===== src/rtl/arm_mem_pkg.sv =====
// Shared types for the instruction/data SRAM arbiter.
package arm_mem_pkg;

    localparam int unsigned DATA_W = 32;

    typedef enum logic [1:0] {
        IDLE,
        ACCESS,
        DONE
    } state_e;

    typedef enum logic {
        OWN_FETCH,
        OWN_DATA
    } owner_e;

endpackage


===== src/rtl/sram_arbiter_if.sv =====
// Fetch port, data port and external SRAM bus of the arbiter.
interface sram_arbiter_if import arm_mem_pkg::*; #(
    parameter int unsigned SRAM_AW = 18
) ();

    logic              if_req;
    logic [31:0]       if_addr;
    logic [DATA_W-1:0] if_rdata;
    logic              if_ready;
    logic              if_freeze;

    logic              mem_rd_en;
    logic              mem_wr_en;
    logic [31:0]       mem_addr;
    logic [DATA_W-1:0] mem_wdata;
    logic [DATA_W-1:0] mem_rdata;
    logic              mem_ready;
    logic              mem_freeze;

    logic               sram_en;
    logic               sram_we;
    logic [SRAM_AW-1:0] sram_addr;
    logic [DATA_W-1:0]  sram_wdata;
    logic [DATA_W-1:0]  sram_rdata;

    // Arbiter side.
    modport slave (
        input  if_req, if_addr, mem_rd_en, mem_wr_en, mem_addr, mem_wdata, sram_rdata,
        output if_rdata, if_ready, if_freeze, mem_rdata, mem_ready, mem_freeze,
        output sram_en, sram_we, sram_addr, sram_wdata
    );

    // Pipeline and SRAM side.
    modport master (
        output if_req, if_addr, mem_rd_en, mem_wr_en, mem_addr, mem_wdata, sram_rdata,
        input  if_rdata, if_ready, if_freeze, mem_rdata, mem_ready, mem_freeze,
        input  sram_en, sram_we, sram_addr, sram_wdata
    );

endinterface


===== src/rtl/sram_wait_counter.sv =====
// Wait-state down-counter: loads WAIT_CYCLES, counts to zero and holds there.
module sram_wait_counter #(
    parameter int unsigned WAIT_CYCLES = 3
) (
    input  logic clk,
    input  logic rst,
    input  logic load_i,
    input  logic dec_i,
    output logic zero_o
);

    logic [3:0] cnt_q;

    always_ff @(posedge clk) begin
        if (rst) begin
            cnt_q <= 4'd0;
        end else if (load_i) begin
            cnt_q <= 4'(WAIT_CYCLES);
        end else if (dec_i && (cnt_q != 4'd0)) begin
            cnt_q <= cnt_q - 4'd1;
        end
    end

    assign zero_o = (cnt_q == 4'd0);

endmodule


===== src/rtl/sram_arbiter.sv =====
// Single-ported SRAM shared by fetch and data stages; data wins ties and
// every access takes WAIT_CYCLES+1 SRAM cycles followed by a one-cycle report.
module sram_arbiter import arm_mem_pkg::*; #(
    parameter int unsigned WAIT_CYCLES = 3,
    parameter int unsigned SRAM_AW     = 18
) (
    input  logic                 clk,
    input  logic                 rst,
    sram_arbiter_if.slave        bus
);

    state_e            state_q;
    owner_e            owner_q;
    logic [31:0]       addr_q;
    logic [DATA_W-1:0] wdata_q;
    logic [DATA_W-1:0] if_rdata_q;
    logic [DATA_W-1:0] mem_rdata_q;
    logic              mem_ready_q;
    logic              if_pend_q;
    logic              sram_en_q;
    logic              sram_we_q;

    logic data_req;
    logic cnt_load;
    logic cnt_zero;

    assign data_req = bus.mem_rd_en | bus.mem_wr_en;
    assign cnt_load = (state_q == IDLE) & (data_req | bus.if_req);

    sram_wait_counter #(
        .WAIT_CYCLES (WAIT_CYCLES)
    ) u_wait_counter (
        .clk    (clk),
        .rst    (rst),
        .load_i (cnt_load),
        .dec_i  (state_q == ACCESS),
        .zero_o (cnt_zero)
    );

    always_ff @(posedge clk) begin
        if (rst) begin
            state_q     <= IDLE;
            owner_q     <= OWN_FETCH;
            addr_q      <= '0;
            wdata_q     <= '0;
            if_rdata_q  <= '0;
            mem_rdata_q <= '0;
            mem_ready_q <= 1'b0;
            if_pend_q   <= 1'b0;
            sram_en_q   <= 1'b0;
            sram_we_q   <= 1'b0;
        end else begin
            mem_ready_q <= 1'b0;
            if_pend_q   <= 1'b0;
            case (state_q)
                IDLE: begin
                    if (data_req) begin
                        owner_q   <= OWN_DATA;
                        addr_q    <= bus.mem_addr;
                        wdata_q   <= bus.mem_wdata;
                        sram_en_q <= 1'b1;
                        sram_we_q <= bus.mem_wr_en;
                        state_q   <= ACCESS;
                    end else if (bus.if_req) begin
                        owner_q   <= OWN_FETCH;
                        addr_q    <= bus.if_addr;
                        sram_en_q <= 1'b1;
                        sram_we_q <= 1'b0;
                        state_q   <= ACCESS;
                    end
                end
                ACCESS: begin
                    if (cnt_zero) begin
                        if (owner_q == OWN_DATA) begin
                            mem_rdata_q <= bus.sram_rdata;
                            mem_ready_q <= 1'b1;
                        end else begin
                            if_rdata_q <= bus.sram_rdata;
                            if_pend_q  <= 1'b1;
                        end
                        sram_en_q <= 1'b0;
                        sram_we_q <= 1'b0;
                        state_q   <= DONE;
                    end
                end
                DONE:    state_q <= IDLE;
                default: state_q <= IDLE;
            endcase
        end
    end

    assign bus.sram_en    = sram_en_q;
    assign bus.sram_we    = sram_we_q;
    assign bus.sram_addr  = addr_q[SRAM_AW+1:2];
    assign bus.sram_wdata = wdata_q;

    assign bus.mem_rdata = mem_rdata_q;
    assign bus.mem_ready = mem_ready_q;
    assign bus.if_rdata  = if_rdata_q;
    // A fetch whose PC moved on (or whose request dropped) is silently discarded.
    assign bus.if_ready  = if_pend_q & bus.if_req & (bus.if_addr == addr_q);

    assign bus.if_freeze  = bus.if_req & ~bus.if_ready;
    assign bus.mem_freeze = data_req & ~bus.mem_ready;

endmodule


===== src/flat_wrapper.sv =====
// flat-port wrapper written by rule: the top's interface ports become plain ports
module sram_arbiter_flat import arm_mem_pkg::*;
#(
    parameter int unsigned WAIT_CYCLES = 3,
    parameter int unsigned SRAM_AW     = 18
)
  (clk, rst, bus_if_req, bus_if_addr, bus_mem_rd_en, bus_mem_wr_en, bus_mem_addr, bus_mem_wdata, bus_sram_rdata, bus_if_rdata, bus_if_ready, bus_if_freeze, bus_mem_rdata, bus_mem_ready, bus_mem_freeze, bus_sram_en, bus_sram_we, bus_sram_addr, bus_sram_wdata);
  sram_arbiter_if #(.SRAM_AW(SRAM_AW)) bus_i ();
  input  logic clk;
  input  logic rst;
  input wire logic [$bits(bus_i.if_req)-1:0] bus_if_req;
  input wire logic [$bits(bus_i.if_addr)-1:0] bus_if_addr;
  input wire logic [$bits(bus_i.mem_rd_en)-1:0] bus_mem_rd_en;
  input wire logic [$bits(bus_i.mem_wr_en)-1:0] bus_mem_wr_en;
  input wire logic [$bits(bus_i.mem_addr)-1:0] bus_mem_addr;
  input wire logic [$bits(bus_i.mem_wdata)-1:0] bus_mem_wdata;
  input wire logic [$bits(bus_i.sram_rdata)-1:0] bus_sram_rdata;
  output wire logic [$bits(bus_i.if_rdata)-1:0] bus_if_rdata;
  output wire logic [$bits(bus_i.if_ready)-1:0] bus_if_ready;
  output wire logic [$bits(bus_i.if_freeze)-1:0] bus_if_freeze;
  output wire logic [$bits(bus_i.mem_rdata)-1:0] bus_mem_rdata;
  output wire logic [$bits(bus_i.mem_ready)-1:0] bus_mem_ready;
  output wire logic [$bits(bus_i.mem_freeze)-1:0] bus_mem_freeze;
  output wire logic [$bits(bus_i.sram_en)-1:0] bus_sram_en;
  output wire logic [$bits(bus_i.sram_we)-1:0] bus_sram_we;
  output wire logic [$bits(bus_i.sram_addr)-1:0] bus_sram_addr;
  output wire logic [$bits(bus_i.sram_wdata)-1:0] bus_sram_wdata;
  assign bus_i.if_req = bus_if_req;
  assign bus_i.if_addr = bus_if_addr;
  assign bus_i.mem_rd_en = bus_mem_rd_en;
  assign bus_i.mem_wr_en = bus_mem_wr_en;
  assign bus_i.mem_addr = bus_mem_addr;
  assign bus_i.mem_wdata = bus_mem_wdata;
  assign bus_i.sram_rdata = bus_sram_rdata;
  assign bus_if_rdata = bus_i.if_rdata;
  assign bus_if_ready = bus_i.if_ready;
  assign bus_if_freeze = bus_i.if_freeze;
  assign bus_mem_rdata = bus_i.mem_rdata;
  assign bus_mem_ready = bus_i.mem_ready;
  assign bus_mem_freeze = bus_i.mem_freeze;
  assign bus_sram_en = bus_i.sram_en;
  assign bus_sram_we = bus_i.sram_we;
  assign bus_sram_addr = bus_i.sram_addr;
  assign bus_sram_wdata = bus_i.sram_wdata;
  sram_arbiter #(.WAIT_CYCLES(WAIT_CYCLES), .SRAM_AW(SRAM_AW)) u_core (.clk(clk), .rst(rst), .bus(bus_i));
endmodule

===== config.mk =====
export PLATFORM = sky130hd
export DESIGN_NAME = sram_arbiter_flat
export DESIGN_NICKNAME = d
export VERILOG_FILES = /design/src/rtl/arm_mem_pkg.sv /design/src/rtl/sram_arbiter_if.sv /design/src/rtl/sram_wait_counter.sv /design/src/rtl/sram_arbiter.sv /design/src/flat_wrapper.sv
export SDC_FILE = /design/constraint.sdc
export NUM_CORES = 1
export LEC_CHECK = 0
export CORE_MARGIN = 10
export CORE_UTILIZATION = 45
export DETAILED_ROUTE_END_ITERATION = 6
export GPL_TIMING_DRIVEN = 0
export MAX_ROUTING_LAYER = met4
export PLACE_DENSITY = 0.87
export SKIP_CTS_REPAIR_TIMING = 1
export SLEW_MARGIN = 30
export SYNTH_ARGS = -nofsm -noshare
export SYNTH_HDL_FRONTEND = slang
export SYNTH_SLANG_ARGS = --single-unit
export TNS_END_PERCENT = 20

===== constraint.sdc =====
create_clock -name clk -period 4.05 [get_ports clk]
set_input_delay 0.81 -clock clk [delete_from_list [all_inputs] [get_ports clk]]
set_output_delay 0.81 -clock clk [all_outputs]
set_load 0.02 [all_outputs]

# Yosys cells after proc, flatten, opt, wreduce, memory -nomap -nowiden
# Index checks and enable logic that the tools add are counted.
[word_totals] inputBits=133 register_bits=139 elab_cells=62 out_inout_bits=120
[op_classes] n_bitwise=12 addsub=1 reduce_logical=15 n_eq_ne=4 muxes=18
[op_table] operator="32-bit 2-to-1 mux" count=2
[op_table] operator="32-bit equality test" count=1
[op_table] operator="2-bit 2-to-1 mux" count=5
[op_table] operator="3-bit AND reduction" count=3
[op_table] operator="1-bit 2-to-1 mux" count=8
[op_table] operator="2-bit AND reduction" count=3
[op_table] operator="2-bit nonzero test" count=3
[op_table] operator="1-bit bitwise AND" count=5
[op_table] operator="1-bit NOT" count=5
[op_table] operator="4-bit zero test" count=1
[op_table] operator="1-bit one-hot mux with 2 select lines" count=2
[op_table] operator="2-bit one-hot mux with 2 select lines" count=1
[op_table] operator="4-bit nonzero test" count=1
[op_table] operator="4-bit by 1-bit subtractor with 4-bit output, second input constant" count=1
[op_table] operator="3-bit by 2-bit != test with 1-bit output, second input constant" count=1
[op_table] operator="3-bit OR reduction" count=1
[op_table] operator="2-bit by 1-bit equality test with 1-bit output, second input constant" count=1
[op_table] operator="2-bit zero test" count=1
[op_table] operator="2-bit by 1-bit != test with 1-bit output, second input constant" count=1
[op_table] operator="1-bit OR" count=2
[op_table] operator="2-bit OR reduction" count=1
[op_table] operator="1-bit logical AND" count=1

# Logic depth before layout (Yosys ltp)
[logic_depth] word_depth=4 depth_mapped=8 ltp_nobuf=6

# Cells and area by module
# From an unflattened synthesis, not the netlist that was laid out.
[unflattened] cells_unflattened=716 area_unflattened_um2=5750.5
[by_module_without_submodules] mod="sram_arbiter" seq_area_each_um2=2702.6 n_inst=1 area_per_inst_um2=5534.1 cells_per_inst=690
[by_module_without_submodules] mod="sram_wait_counter" seq_area_each_um2=80.1 n_inst=1 area_per_inst_um2=216.5 cells_per_inst=26

# Worst setup path after synthesis
# No wires, ideal clock.
[synth_timing] path_type="input to output" startpoint="in bus_if_addr[19]" endpoint="out bus_if_ready" n_path_buf=0 path_slack_ps=1218 arrival_time_ps=2022 t_required_ps=3240 cell_stages=4 path_cell_list="xnor2_1 -> nand4_1 -> or4_1 -> nor3_1"
[synth_via] elab_chain_len=2
[synth_rtl] item="from (decl)" line="flat_wrapper.sv:12" rtl="input wire logic [$bits(bus_i.if_addr)-1:0] bus_if_addr;"
[synth_rtl] item="32-bit equality test" line="sram_arbiter.sv:101" rtl="assign bus.if_ready = if_pend_q & bus.if_req & (bus.if_addr == addr_q);"
[synth_rtl] item="1-bit bitwise AND" line="sram_arbiter.sv:101"
[synth_rtl] item="to (decl)" line="flat_wrapper.sv:19" rtl="output wire logic [$bits(bus_i.if_ready)-1:0] bus_if_ready;"
# Every way passes these cells.

# Worst setup path in the final report
[layout_timing] startpoint="in bus_if_addr[16]" endpoint="out bus_if_ready"
# Same word-level chain as after synthesis.

==> impl_metrics.ini <==
[clocking]
clkSlewWorstSetupHoldPaths_ns = 0.06
tritoncts.num_buffers = 17
cts_max_level = 4
ctsRootBufferMaster = sky130_fd_sc_hd__clkbuf_16
cts_tree = built
clk-insertion-delay-late_ns = 0.42
tritoncts_num_sinks = 139
cts.path.max_buffers = 2

[worst_setup_path]
crit_path_start_kind = input pin
crit_start = bus_if_addr[16]
criticalPathCategory = in2out
crit_family = buffers and inverters
critPathRequiredTime_ns = 3.24
critPathMaxFanout = 2
cpMostUsedCell = sky130_fd_sc_hd__clkdlybuf4s50_1
cpMaxStageDelayCell = sky130_fd_sc_hd__clkdlybuf4s50_1
critPathMaxStageDelay_ns = 0.65
timing.rr.start = u_core.u_wait_counter.cnt_q[0]$_SDFFE_PP0P_
crit_chain = clkdlybuf4s50_1 -> xnor2_1 -> nand4_1 -> or4_1 -> nor3_1 -> clkdlybuf4s50_1
worstPathArrival_ns = 2.98
crit_path_end_kind = output pin
bufs_and_invs_on_worst_path = 2

[layout]
share_of_cells_above_drive_strength_1_pct = 6.24
insertedDiodeCount = 0
layout.nets = 1115
layout.cells.non_filler = 1162
post_route_design_area_um2 = 8890
layout-area-overhead-vs-synth_pct = 59.0
post-route-util_pct = 73.4

[global_route]
global_route_wire_length_before_repair_um = 31800
antenna_found_initial = 0
grt_pass1_vias = 5972
grt_max_degree = 17
grt_remaining_overflow = 0
grt_util_all_layers_pct = 23.6

[drt]
vias = 5818
via_density_per_instance = 5.01
postRouteAntennaNets = 0
drt_iter0_markers = 405
detail_route.drc_violations = 0
detail_route.first_pass.iterations = 5
routed_wire_length_per_instance_um = 17.6
wirelength_um = 20400

[power_and_ir_drop]
post-layout-total-power_mw = 4.03
power.internal_mw = 2.89
portion_of_total_power_attributed_to_the_clock_network_pct = 37.9
power.static_leakage_nw = 3.32
peakVddDrop_v = 0.000404
sequentialPowerShare_pct = 38.9
total_switching_power_mw = 1.14
powerDensity_nw_per_um2 = 453
pwr-share-comb_pct = 23.2
power.switching_fraction_pct = 28.3

[yosys]
postSynthNetCount = 845
synth_warnings = 0
synth-xor-area-share_pct = 5.48
ys_seq_elements = 139
synth_seq_area_share_pct = 49.8
netlist_area_um2 = 5590
mean_post_synth_cell_area_um2 = 7.86
post_synthesis_simple_gate_area_fraction_pct = 23.4
postSynth.topFlopCell = sky130_fd_sc_hd__dfxtp_1
ffs_w_async_s_r_synth_pct = 0
synthMuxAreaShare_pct = 0
synth_fa_ha_area_share_pct = 0.224
synth_top_family_by_area = simple AND/OR/NAND/NOR gates
syn-instance-count = 711
number_of_synthesized_flops_with_an_enable_pin = 0
synth-compound-area-share_pct = 14.6
ys_types = 31

[placed_design]
detailedPlace.worstSlack_ns = 0.246
place.detailed.instances = 1130
portBuffers = 251
placement.cell_area_um2 = 8310
dpl.hpwl_um = 15600
globalplace.congestion = 0.911

[timing]
worst_slack_ns = 0.256
fmax_mhz = 264
worst_clock_skew_ns = 0.00912
share_of_the_clock_period_used_by_the_worst_path_after_layout_pct = 93.7
final.min_clock_period_ns = 3.79
finalHoldWorstSlack_ns = 0.452
worst_pin_slew_ns = 0.659
worst_case_headroom_to_the_max_slew_limit_pct = 55.8
final-max-slew-violation-count = 0
final_setup_violations = 0
final.setup.tns_ns = 0
final_hold_viol_count = 0
rsz0062_at_grt = no

[run]
max-cap-violations = 0

[floorplan]
floorplan.die.height_um = 131
initial_utilization_pct = 46.2
core_area_um2 = 12100
die_area_um2 = 17300
core.rowCount = 40
io_pins = 253
floorplan.die.width_um = 131

[worst_hold_path]
min-delay-path-class = reg2reg
timing.hold.worst.start = u_core.bus.mem_rdata[5]$_SDFFE_PP0P_

[run_status]
run_status = finished, final reports clean
-- flip-flops by register name, indices dropped and copies added (netlist names) --
name                         cells
u_core.addr_q                   32
u_core.bus.if_rdata             32
u_core.owner_q                   1
u_core.u_wait_counter.cnt_q      4
u_core.bus.sram_wdata           32
u_core.bus.sram_we               1
u_core.state_q                   2
u_core.bus.mem_ready             1
u_core.bus.sram_en               1
u_core.if_pend_q                 1
u_core.bus.mem_rdata            32
-- synth_stat cells, types with 2 or more instances --
library cell / count / area share [%]
sky130_fd_sc_hd__nor3_1: 5 / 0.45
sky130_fd_sc_hd__dfxtp_1: 139 / 50
sky130_fd_sc_hd__nor4_1: 4 / 0.45
sky130_fd_sc_hd__nor2_1: 41 / 2.8
sky130_fd_sc_hd__nand4_1: 4 / 0.45
sky130_fd_sc_hd__or3_1: 2 / 0.22
sky130_fd_sc_hd__xor2_1: 18 / 2.8
sky130_fd_sc_hd__nand3_1: 5 / 0.45
sky130_fd_sc_hd__a21oi_1: 100 / 9.0
sky130_fd_sc_hd__a311oi_1: 32 / 5.0
sky130_fd_sc_hd__xnor2_1: 17 / 2.7
sky130_fd_sc_hd__clkbuf_1: 34 / 2.3
sky130_fd_sc_hd__inv_1: 2 / 0.13
sky130_fd_sc_hd__buf_4: 18 / 2.4
sky130_fd_sc_hd__buf_2: 12 / 1.1
sky130_fd_sc_hd__nand2_1: 261 / 18
sky130_fd_sc_hd__buf_6: 3 / 0.60
-- power groups by stage --
| stage | logic (mW) | registers, mW | clock network, mW |
|---|---|---|---|
| after detailed placement | 0.931 | 1.59 | 0 |
| final | 0.935 | 1.56 | 1.53 |
| after global placement | 0.919 | 1.59 | 0 |
| after CTS | 0.939 | 1.56 | 1.54 |
| after global routing | 1.02 | 1.58 | 1.60 |
| after floorplan | 0.414 | 1.66 | 0 |
-- area by class of cell --
cell class,instances,area [µm²]
Buffer,67,357
Clock buffer,25,485
Clock inverter,7,88.8
Fill cell,970,3220
Inverter,2,7.51
Multi-Input combinational cell,503,2440
Sequential cell,139,2780
Tap cell,168,210
Timing Repair Buffer,251,2510
-- cell families (layout without fill, tap and decap cells) --
| logic type | Yosys count | after routing |
|---|---|---|
| xor gates and xnor gates | 35 | 35 |
| adders and majority gates | 1 | 1 |
| and+or+nand+nor | 330 | 330 |
| DFF | 139 | 139 |
| AOI/OAI and AO/OA | 137 | 137 |
| buffers and inverters | 69 | 352 |
-- cells in the final DEF, fill, tap and decap left out, drive strengths merged --
cell type / instances
a21oi: 100
a311oi: 32
a31oi: 1
a32oi: 1
and3: 1
buf: 33
bufinv: 2
clkbuf: 59
clkdlybuf4s50: 251
clkinv: 5
dfxtp: 139
ha: 1
inv: 2
nand2: 261
nand2b: 1
nand3: 5
nand4: 4
nor2: 41
nor2b: 1
nor3: 6
nor3b: 1
nor4: 4
o21a: 1
o21ai: 1
o31a: 1
or2: 1
or3: 2
or3b: 1
or4: 1
xnor2: 17
xor2: 18
-- metal layers --
metal / GRT usage (%) / part of all wire [%] / up-vias
met2: 39.1 / 49 / 216
met5: - / 0 / -
met3: 9.15 / 8.4 / 33
li1: - / - / 2876
met4: 8.03 / 2.2 / 0
met1: 25.5 / 41 / 2693
-- final timing paths --
check	slack [ns]	endpoint	cells past startpoint
worst max-delay path	0.26	bus_if_ready	6
worst min-delay path	0.45	u_core.bus.mem_rdata[5]$_SDFFE_PP0P_	2
worst max register to register	2.09	u_core.bus.mem_rdata[2]$_SDFFE_PP0P_	7
worst min register to register	0.45	u_core.bus.mem_rdata[5]$_SDFFE_PP0P_	2
-- worst register-to-register path, stage by stage (launching register included) --
cell and delay [ns]:
sky130_fd_sc_hd__dfxtp_1 0.31, sky130_fd_sc_hd__inv_1 0.09, sky130_fd_sc_hd__ha_1 0.18, sky130_fd_sc_hd__nor3b_1 0.38, sky130_fd_sc_hd__nand3_1 0.34, sky130_fd_sc_hd__clkbuf_1 0.33, sky130_fd_sc_hd__nand2_1 0.13, sky130_fd_sc_hd__a21oi_1 0.07
No activity file was read; power rests on OpenSTA's default activity.
